### src/rtl/pos_pkg.sv
// Shared types and defaults for the position-to-mask decoder.
package pos_pkg;

  typedef enum logic [1:0] {
    S_IDLE = 2'd0,
    S_ACC  = 2'd1,
    S_OUT  = 2'd2
  } pos_dec_state_t;

  localparam int POS_W_DEFAULT = 4;

endpackage

### src/rtl/pos_onehot_dec.sv
// Combinational decode of a bit position into a W-bit one-hot vector.
module pos_onehot_dec #(
  parameter  int W  = 4,
  localparam int PW = $clog2(W)
) (
  input  logic [PW-1:0] i_pos,
  output logic [W-1:0]  o_onehot
);

  localparam logic [W-1:0] ONE = {{(W-1){1'b0}}, 1'b1};

  assign o_onehot = ONE << i_pos;

endmodule

### src/rtl/pos_mask_decoder.sv
// Rebuilds a W-bit mask from a stream of bit positions and offers each closed
// frame downstream on a valid/ready handshake.
module pos_mask_decoder
  import pos_pkg::*;
#(
  parameter  int W    = POS_W_DEFAULT,
  parameter  int NPOS = 2,
  localparam int PW   = $clog2(W),
  localparam int CW   = $clog2(NPOS + 1)
) (
  input  logic          clk,
  input  logic          rst_n,
  input  logic          in_valid,
  output logic          in_ready,
  input  logic [PW-1:0] in_pos,
  input  logic          in_last,
  output logic          out_valid,
  input  logic          out_ready,
  output logic [W-1:0]  out_mask,
  output logic [CW-1:0] out_count,
  output logic          out_dup
);

  localparam logic [CW-1:0] LAST_SLOT = CW'(NPOS - 1);

  pos_dec_state_t r_state;
  pos_dec_state_t w_next_state;
  logic [W-1:0]   r_mask;
  logic [CW-1:0]  r_count;
  logic           r_dup;
  logic [W-1:0]   w_onehot;
  logic           w_accept;
  logic           w_close;
  logic           w_release;

  pos_onehot_dec #(.W(W)) u_dec (
    .i_pos    (in_pos),
    .o_onehot (w_onehot)
  );

  assign in_ready  = (r_state != S_OUT);
  assign out_valid = (r_state == S_OUT);
  assign w_accept  = in_valid & in_ready;
  // The frame closes on the position that fills the last slot or carries in_last.
  assign w_close   = w_accept & ((r_count == LAST_SLOT) | in_last);
  assign w_release = out_valid & out_ready;

  always_comb begin
    w_next_state = r_state;
    case (r_state)
      S_IDLE, S_ACC: begin
        if (w_close)       w_next_state = S_OUT;
        else if (w_accept) w_next_state = S_ACC;
      end
      S_OUT: begin
        if (out_ready) w_next_state = S_IDLE;
      end
      default: w_next_state = S_IDLE;
    endcase
  end

  // Single register stage: frame accumulation and handshake state
  always_ff @(posedge clk) begin
    if (!rst_n) begin
      r_state <= S_IDLE;
      r_mask  <= '0;
      r_count <= '0;
      r_dup   <= 1'b0;
    end else begin
      r_state <= w_next_state;
      if (w_accept) begin
        r_mask  <= r_mask | w_onehot;
        r_dup   <= r_dup | r_mask[in_pos];
        r_count <= r_count + CW'(1);
      end else if (w_release) begin
        r_mask  <= '0;
        r_count <= '0;
        r_dup   <= 1'b0;
      end
    end
  end

  assign out_mask  = r_mask;
  assign out_count = r_count;
  assign out_dup   = r_dup;

endmodule

### config.mk
export PLATFORM = sky130hd
export DESIGN_NAME = pos_mask_decoder
export DESIGN_NICKNAME = d
export VERILOG_FILES = /design/src/rtl/pos_pkg.sv /design/src/rtl/pos_onehot_dec.sv /design/src/rtl/pos_mask_decoder.sv
export SDC_FILE = /design/constraint.sdc
export NUM_CORES = 1
export LEC_CHECK = 0
export CAP_MARGIN = 40
export CORE_MARGIN = 4
export CORE_UTILIZATION = 30
export CTS_CLUSTER_DIAMETER = 200
export CTS_CLUSTER_SIZE = 8
export DETAILED_ROUTE_END_ITERATION = 6
export HOLD_SLACK_MARGIN = 0.02
export SYNTH_ARGS = -nofsm -noshare
export SYNTH_HDL_FRONTEND = slang
export SYNTH_SLANG_ARGS = --single-unit
### constraint.sdc
create_clock -name clk -period 1.1 [get_ports clk]
set_input_delay 0.22 -clock clk [delete_from_list [all_inputs] [get_ports clk]]
set_output_delay 0.22 -clock clk [all_outputs]
set_load 0.05 [all_outputs]
Yosys cells after proc, flatten, opt, wreduce, memory -nomap -nowiden
Index checks and enable logic that the tools add are counted.
{ "totals": {"in_bits": 7, "reg_bits": 9} }
{ "op_classes": {"n_reduce_logical": 4, "mux": 12, "shifts": 1, "order_cmp": 1, "n_bitwise": 6, "addsub": 1, "eq_ne": 6} }
{ "op_table": {"columns": ["operator", "count"], "rows": [
  ["2-bit two-way mux", 5],
  ["4-bit two-way mux", 2],
  ["2-bit by 1-bit == test with 1-bit output (second input constant)", 2],
  ["4-bit OR", 1],
  ["2-bit one-hot mux with 2 select lines", 1],
  ["1-bit by 2-bit left shift with 4-bit output (first input constant)", 1],
  ["1-bit AND", 3],
  ["2-bit by 3-bit < comparator with 1-bit output (second input constant)", 1],
  ["1-bit two-way mux", 3],
  ["3-bit inequality test (second input constant)", 1],
  ["2-bit by 1-bit adder with 2-bit output (second input constant)", 1],
  ["1-bit binary-select mux with 2-bit select", 1],
  ["2-bit == test (second input constant)", 1],
  ["2-bit logical NOT", 1],
  ["2-bit by 1-bit inequality test with 1-bit output (second input constant)", 1],
  ["2-bit inequality test (second input constant)", 1],
  ["1-bit OR", 2],
  ["2-bit AND reduction", 1],
  ["2-bit nonzero test", 1],
  ["2-bit OR reduction", 1]
]} }

Logic depth before layout (Yosys ltp)
{ "depth": {"depth_word": 5, "depth_mapped": 5} }

Hierarchy
Synthesis repeated with hierarchy kept, for this count alone.
{ "hier_totals": {"cells_unflattened": 44, "hier_area_um2": 422.9} }
{ "modules_own_cells": {"columns": ["module", "area_per_inst_um2", "instances", "cells_each", "seq_area_each_um2"], "rows": [
  ["pos_mask_decoder", 396.6, 1, 40, 180.2],
  ["pos_onehot_dec", 26.3, 1, 4, 0.0]
]} }

Least setup slack after synthesis
No wires, ideal clock.
{ "synth_path": {"kind": "register -> register", "from": "reg r_count[1] (netlist: out_count[1])", "to": "reg r_count[1] (netlist: out_count[1])", "n_path_buf": 0, "slack_ns": -0.383, "synth_period_minus_slack_ns": 1.483, "required_time_ns": 1.030, "path_stages_with_launch": 5, "t_arrival_ns": 1.413, "cell_sequence": "dfxtp_1 -> inv_1 -> ha_1 -> or3_1 -> a21boi_1"} }
{ "synth_via": {"elab_chain_len": 2} }
{ "synth_rtl": {"columns": ["item", "line", "source"], "rows": [
  ["from (decl)", "pos_mask_decoder.sv:29", "logic [CW-1:0] r_count;"],
  ["from (signal assigned)", "pos_mask_decoder.sv:74", "r_count <= r_count + CW'(1);"],
  ["2-bit by 1-bit adder with 2-bit output", "pos_mask_decoder.sv:74", null],
  ["2-bit two-way mux", "pos_mask_decoder.sv:71", "if (w_accept) begin"]
]} }
Every way passes these cells.
A chain may end at the register's enable or synchronous reset.

Worst setup path after layout
{ "layout_path": {"from": "reg r_state[0]", "to": "out out_valid"} }
{ "layout_via": {"elab_chain_len": 1} }
{ "layout_rtl": {"columns": ["item", "line", "source"], "rows": [
  ["from (decl)", "pos_mask_decoder.sv:26", "pos_dec_state_t r_state;"],
  ["from (signal assigned)", "pos_mask_decoder.sv:70", "r_state <= w_next_state;"],
  ["2-bit == test", "pos_mask_decoder.sv:42", "assign out_valid = (r_state == S_OUT);"],
  ["to (decl)", "pos_mask_decoder.sv:17", "output logic out_valid,"]
]} }
Every way passes these cells.

==> flow_metrics.tcl <==
set metrics [dict create \
    die-area_um2 2039 \
    nFillCells 111 \
    grt_pass1_wl_mm 1.932 \
    multi_input_area_um2 249.0 \
    syn_area_um2 414.1 \
    grt_max_degree 7 \
    io_buffers 15 \
    drive_above_1_share_pct 59.72 \
    finalHoldWorstSlack_ps 477.7 \
    ys_warn_count 0 \
    core-area_um2 1301 \
    overflow 0 \
    synth_top_area_cell "dfxtp_1" \
    avgSynthCellArea_um2 9.631 \
    die_h_um 45.16 \
    cp_slowest_stage_delay_ps 320 \
    status "complete, but fails checks" \
    fin_crit_ps 1191 \
    clk_path_buf_depth 2 \
    min_path_type "reg2reg" \
    rows 13 \
    grt_setup_unrepaired "yes" \
    ys_seq_elements 9 \
    finClkSkew_ps 2.410 \
    seq_area_frac_synth_pct 43.50 \
    violations "negative setup slack" \
    gp_congestion 0.6886 \
    first_pass_iters 4 \
    cp.arrival_ps 970 \
    r2r-end "out_count[1]$_SDFFE_PN0P_" \
    placed_cells 78 \
    worst-setup-path-type "reg2out" \
    cts_sinks 9 \
    endpoint "out_valid" \
    p_leak_nw 0.3506 \
    vias 430 \
    max-cap-violations 0 \
    cts_inserted_buffers 3 \
    clk_latency_ps 270 \
    fmax_mhz 839.4 \
    io-pin-count 16 \
    vias_per_cell 4.943 \
    fin_nets 81 \
    synth_top_area_share_pct 43.50 \
    ir_drop_mv 0.7060 \
    crit_path_max_fanout 5 \
    synthToLayoutAreaGrowth_pct 110.3 \
    ant_nets 0 \
    cts.clk_slew.worst_paths_ps 60 \
    grtUsageTotal_pct 13.39 \
    worstPathRequired_ps 880 \
    crit_slowest_cell "dfxtp_2" \
    worstMarginPinSlew_ps 196.2 \
    worst_setup_path_start_kind "register" \
    antenna_cells 0 \
    reg2reg_slack_ps -30 \
    reg2reg_depth 6 \
    cp_cell_sequence "nand2b_4 -> inv_12 -> buf_12" \
    slew_headroom_pct 86.88 \
    hold_viol_final 0 \
    holdBufCountCts 0 \
    cts_tree "done" \
    start_util_pct 31.83 \
    ys_top_cells_by_area "dfxtp_1, a41oi_1, mux4_2, nor2_1, a21boi_1" \
    layout_common_cells "buf_12, buf_4, dfxtp_4" \
    crit_start "r_state[0]$_SDFFE_PN0P_" \
    ys_types 21 \
    cts_root_buf "clkbuf_4" \
    hpwl_um 845.1 \
    die_x_um 45.16 \
    min_path_cells 1 \
    worst_slack_ps -91.33 \
    finalCritPeriodShare_pct 108.3 \
    drt-initial-drc-count 5 \
    drt_wl_total_mm 1.121 \
    r2r-start "r_state[0]$_SDFFE_PN0P_" \
    antenna_found_initial 0 \
    drc 0 \
    htreeDepth 1 \
    regArea_um2 205.2 \
    grt_pass1_vias 468 \
    syn_inst 43 \
    slew_violations 0 \
    setup_violations 3 \
    synth_fp_nets 51 \
    power_density_nw_per_um2 1117 \
    routedWlPerCell_um 12.89 \
    stdcell_count 87 \
    timing.critical_path.to_type "output port" \
]
[worst max-delay path, delay by kind of cell, from the launching register on]
family / cells / cell delay, ps
buf+inv: 2 / 200
flops: 1 / 320
simple gates: 1 / 190
[final cells by class]
cell class | count | area share, %
flip-flops and latches | 9 | 23.56
inverters | 5 | 3.592
multi-input cells | 27 | 28.59
repair buffers | 27 | 39.08
well taps | 15 | 2.155
clock buffers | 4 | 3.017
[state kept, by name (all words and copies together) (netlist names)]
register and count:
out_count 2, out_dup 1, r_state 2, out_mask 4
[where the power goes]
| group | switching (mW) | internal, mW |
|---|---|---|
| Sequential | 0.0233 | 0.343 |
| Combinational | 0.162 | 0.180 |
| Clock | 0.123 | 0.140 |
[routing by layer]
layer | routed length, µm | global-route usage [%] | vias to the layer above
li1 | - | - | 217
met1 | 477 | 14.73 | 194
met2 | 531 | 21.75 | 14
met3 | 77 | 2.789 | 5
met4 | 35 | 11.11 | 0
met5 | 0 | 0 | -
[logic make-up after synthesis]
kind of cell / count (synthesis) / synth area share [%]
multiplexers: 2 / 7.855
flip-flops: 9 / 43.50
buffers and inverters: 7 / 9.062
AO/OA/AOI/OAI: 9 / 17.82
adder cells (fa/ha/maj): 1 / 3.021
AND/OR/NAND/NOR: 15 / 18.73
[stage by stage]
step	setup WS, ps	TNS [ps]	utilization (%)	instance area [µm²]	power (mW)
3_3_place_gp	-362.8	-1607	57.69	750.7	0.6697
6_report	-91.33	-176.6	66.92	870.8	0.9723
4_1_cts	-102.2	-175.7	63.85	830.8	0.9659
5_1_grt	-125.6	-336.5	66.92	870.8	1.026
2_1_floorplan	-126.7	-148.2	-	464.2	0.5258
3_5_place_dp	-415.7	-1732	57.69	750.7	0.6750
[what timing repair did]
| item | 4_1_cts | 5_1_grt |
|---|---|---|
| buffers inserted | 4 | 1 |
| pin swaps | 2 | 2 |
| cloned | 0 | 0 |
| gates resized for setup | 6 | 6 |
| setup endpoints to repair | 8 | 12 |
[cell usage after synthesis (all sizes together)]
cell    instances
nor2            5
dfxtp           9
nor3b           1
buf             2
ha              1
a41oi           4
mux2i           1
nand2           2
or3             2
o211ai          2
nand2b          1
mux4            1
nand3           1
a21boi          2
and2            1
nand4           1
nand3b          1
inv             5
o32ai           1
[how the worst min path moves through the flow]
stage / end / slack, ps / start
floorplan: r_state[1]$_SDFFE_PN0P_ / 340 / rst_n
global placement: out_dup$_SDFFE_PN0P_ / 490 / out_dup$_SDFFE_PN0P_
detailed placement: out_dup$_SDFFE_PN0P_ / 490 / out_dup$_SDFFE_PN0P_
CTS: r_state[0]$_SDFFE_PN0P_ / 480 / r_state[1]$_SDFFE_PN0P_
global route: r_state[0]$_SDFFE_PN0P_ / 500 / r_state[1]$_SDFFE_PN0P_
finish: r_state[0]$_SDFFE_PN0P_ / 480 / r_state[1]$_SDFFE_PN0P_
Power figures use the tool's default switching activity.
==> RTL edit (same settings) <==
Encoding of `pos_dec_state_t`: now one-hot (3 bits for 3 states).
--- a/src/rtl/pos_pkg.sv
+++ b/src/rtl/pos_pkg.sv
@@ -1,10 +1,10 @@
 // Shared types and defaults for the position-to-mask decoder.
 package pos_pkg;
 
-  typedef enum logic [1:0] {
-    S_IDLE = 2'd0,
-    S_ACC  = 2'd1,
-    S_OUT  = 2'd2
+  typedef enum logic [2:0] {
+    S_IDLE = 3'b001,
+    S_ACC  = 3'b010,
+    S_OUT  = 3'b100
   } pos_dec_state_t;
 
   localparam int POS_W_DEFAULT = 4;
Check against the original RTL: no difference found for any inputs over 10 cycles, from zero or initial values and one cycle with rst_n low; not proved beyond that.
==> RTL edit against the unedited design <==
Sequential share of layout area shrank 2.3 points; clock power shrank 9.1%; non-clock buffer count grew 9; global-route usage grew 1.7 points; area after synthesis grew 11%; worst setup slack lost 0.30 ns; sequential power grew 12%; wire length grew 25%; count of clock-buffer cells in the layout shrank 1; the flow still finishes with violations (negative setup slack); clock skew grew 0.0022 ns; fmax shrank 20%; power grew 6.2%; sequential cell count grew 1; cell area grew 14%.
==> RTL edit: results (changes against the unedited design) <==
sequential fraction of the synthesis area 0.437 (+0.00211); Synth Instances 50 (+16%); Slew @ Worst Pin 0.247 ns (+0.0505 ns); GRT Util Overall 0.150 (+0.0166); first-pass GRT wire length 2240 um (+16%); layout cells sized above 1 0.598 (about the same); CP max FO 4 (-1); syn_nets 58 (+14%); CP Data Arrival Time 1.27 ns (+0.30 ns); final setup violation count 12 (+9); worst r2r src r_state[1]; worst stage delay on the critical path 0.43 ns (+0.11 ns); Max rail drop VDD 0.841 mV (+19%); largest net degree at the start of global routing 8 (+1); hold_sp out_dup; synth cell count leaders dfxtp_1, inv_1, nor2_1; Routed Wire Length 1400 um (+25%); setup slack after layout -0.393 ns (-0.301 ns); crit-path leading delay family simple AND/OR/NAND/NOR gates; Place WS -0.408 ns (+0.00766 ns); vias in the first global route 514 (+9.8%); synth top area cells dfxtp_1, a41oi_1, inv_1; post-synth cell types 25 (+19%); skew final 0.00460 ns (+0.00219 ns); Setup TNS -3.59 ns (-3.42 ns); vias per inst 5.13 (+3.7%); P_leak 0.412 nW (+18%); Crit-path slowest cell or3b_4; Iter 0 DRT Violations 7 (+2); HPWL Detailed 953 um (+13%); via count 523 (+22%); placed cells 93 (+19%); status complete, but fails checks; violated checks negative setup slack; gpl congestion 0.793 (+15%); Total Nets Final 97 (+20%)
## RTL edit: changes by cell type after synthesis, moves of 2 or more
cell and delta:
o211ai_1 -2, nand2_1 +2, or3_1 -2, a21boi_1 -2
inv_1 +2
## RTL edit: cell type report
cell class,instances,area (um2)
flip-flops and latches,10,210
repair buffers,36,427
well taps,15,18.8
fillers,93,378
clock buffers,3,22.5
inverters,6,26.3
multi-input cells,32,284
## RTL edit: metrics by stage
step                      area (um2)  hold WS (ns)
after floorplan                  482         0.351
after global placement           826         0.486
after detailed placement         826         0.489
after CTS                        912         0.498
after global routing             988         0.538
final                            988         0.492
## RTL edit: report_power, final
group	total (mW)	switching, mW	internal, mW
clock	0.239	0.113	0.126
combinational	0.382	0.176	0.206
sequential	0.412	0.0189	0.393
## RTL edit: kinds of logic after synthesis
| logic type | share of synthesized area |
|---|---|
| flip-flops | 0.437 |
| adder cells (fa/ha/maj) | 0.0273 |
| buffers and inverters | 0.0738 |
| AND/OR/NAND/NOR | 0.175 |
| multiplexers | 0.0492 |
| AO/OA/AOI/OAI | 0.219 |
| XOR/XNOR | 0.0191 |
## RTL edit: worst register-to-register path, delay by kind of cell (launching register included)
family | cells | cell delay [ns]
simple gates | 2 | 0.49
buf+inv | 3 | 0.38
flops | 1 | 0.31
compound gates | 1 | 0.18
## RTL edit: layer usage
metal / up-vias / part of all wire / GRT usage
li1: 263 / - / -
met1: 236 / 0.37 / 0.167
met2: 20 / 0.55 / 0.257
met3: 4 / 0.062 / 0.0307
met4: 0 / 0.021 / 0.0994
met5: - / 0 / 0
## RTL edit: worst paths after layout
check	to	slack, ns	depth (start not counted)
worst max-delay path	in_ready	-0.39	3
worst min-delay path	out_dup	0.49	2
worst max register to register	out_mask[0]	-0.37	6
worst min register to register	out_dup	0.49	2
## RTL edit: repair_timing
item	CTS	global route
pin swaps	3	6
endpoints found under the setup margin	12	17
gates resized for setup	9	10
buffers inserted	2	4
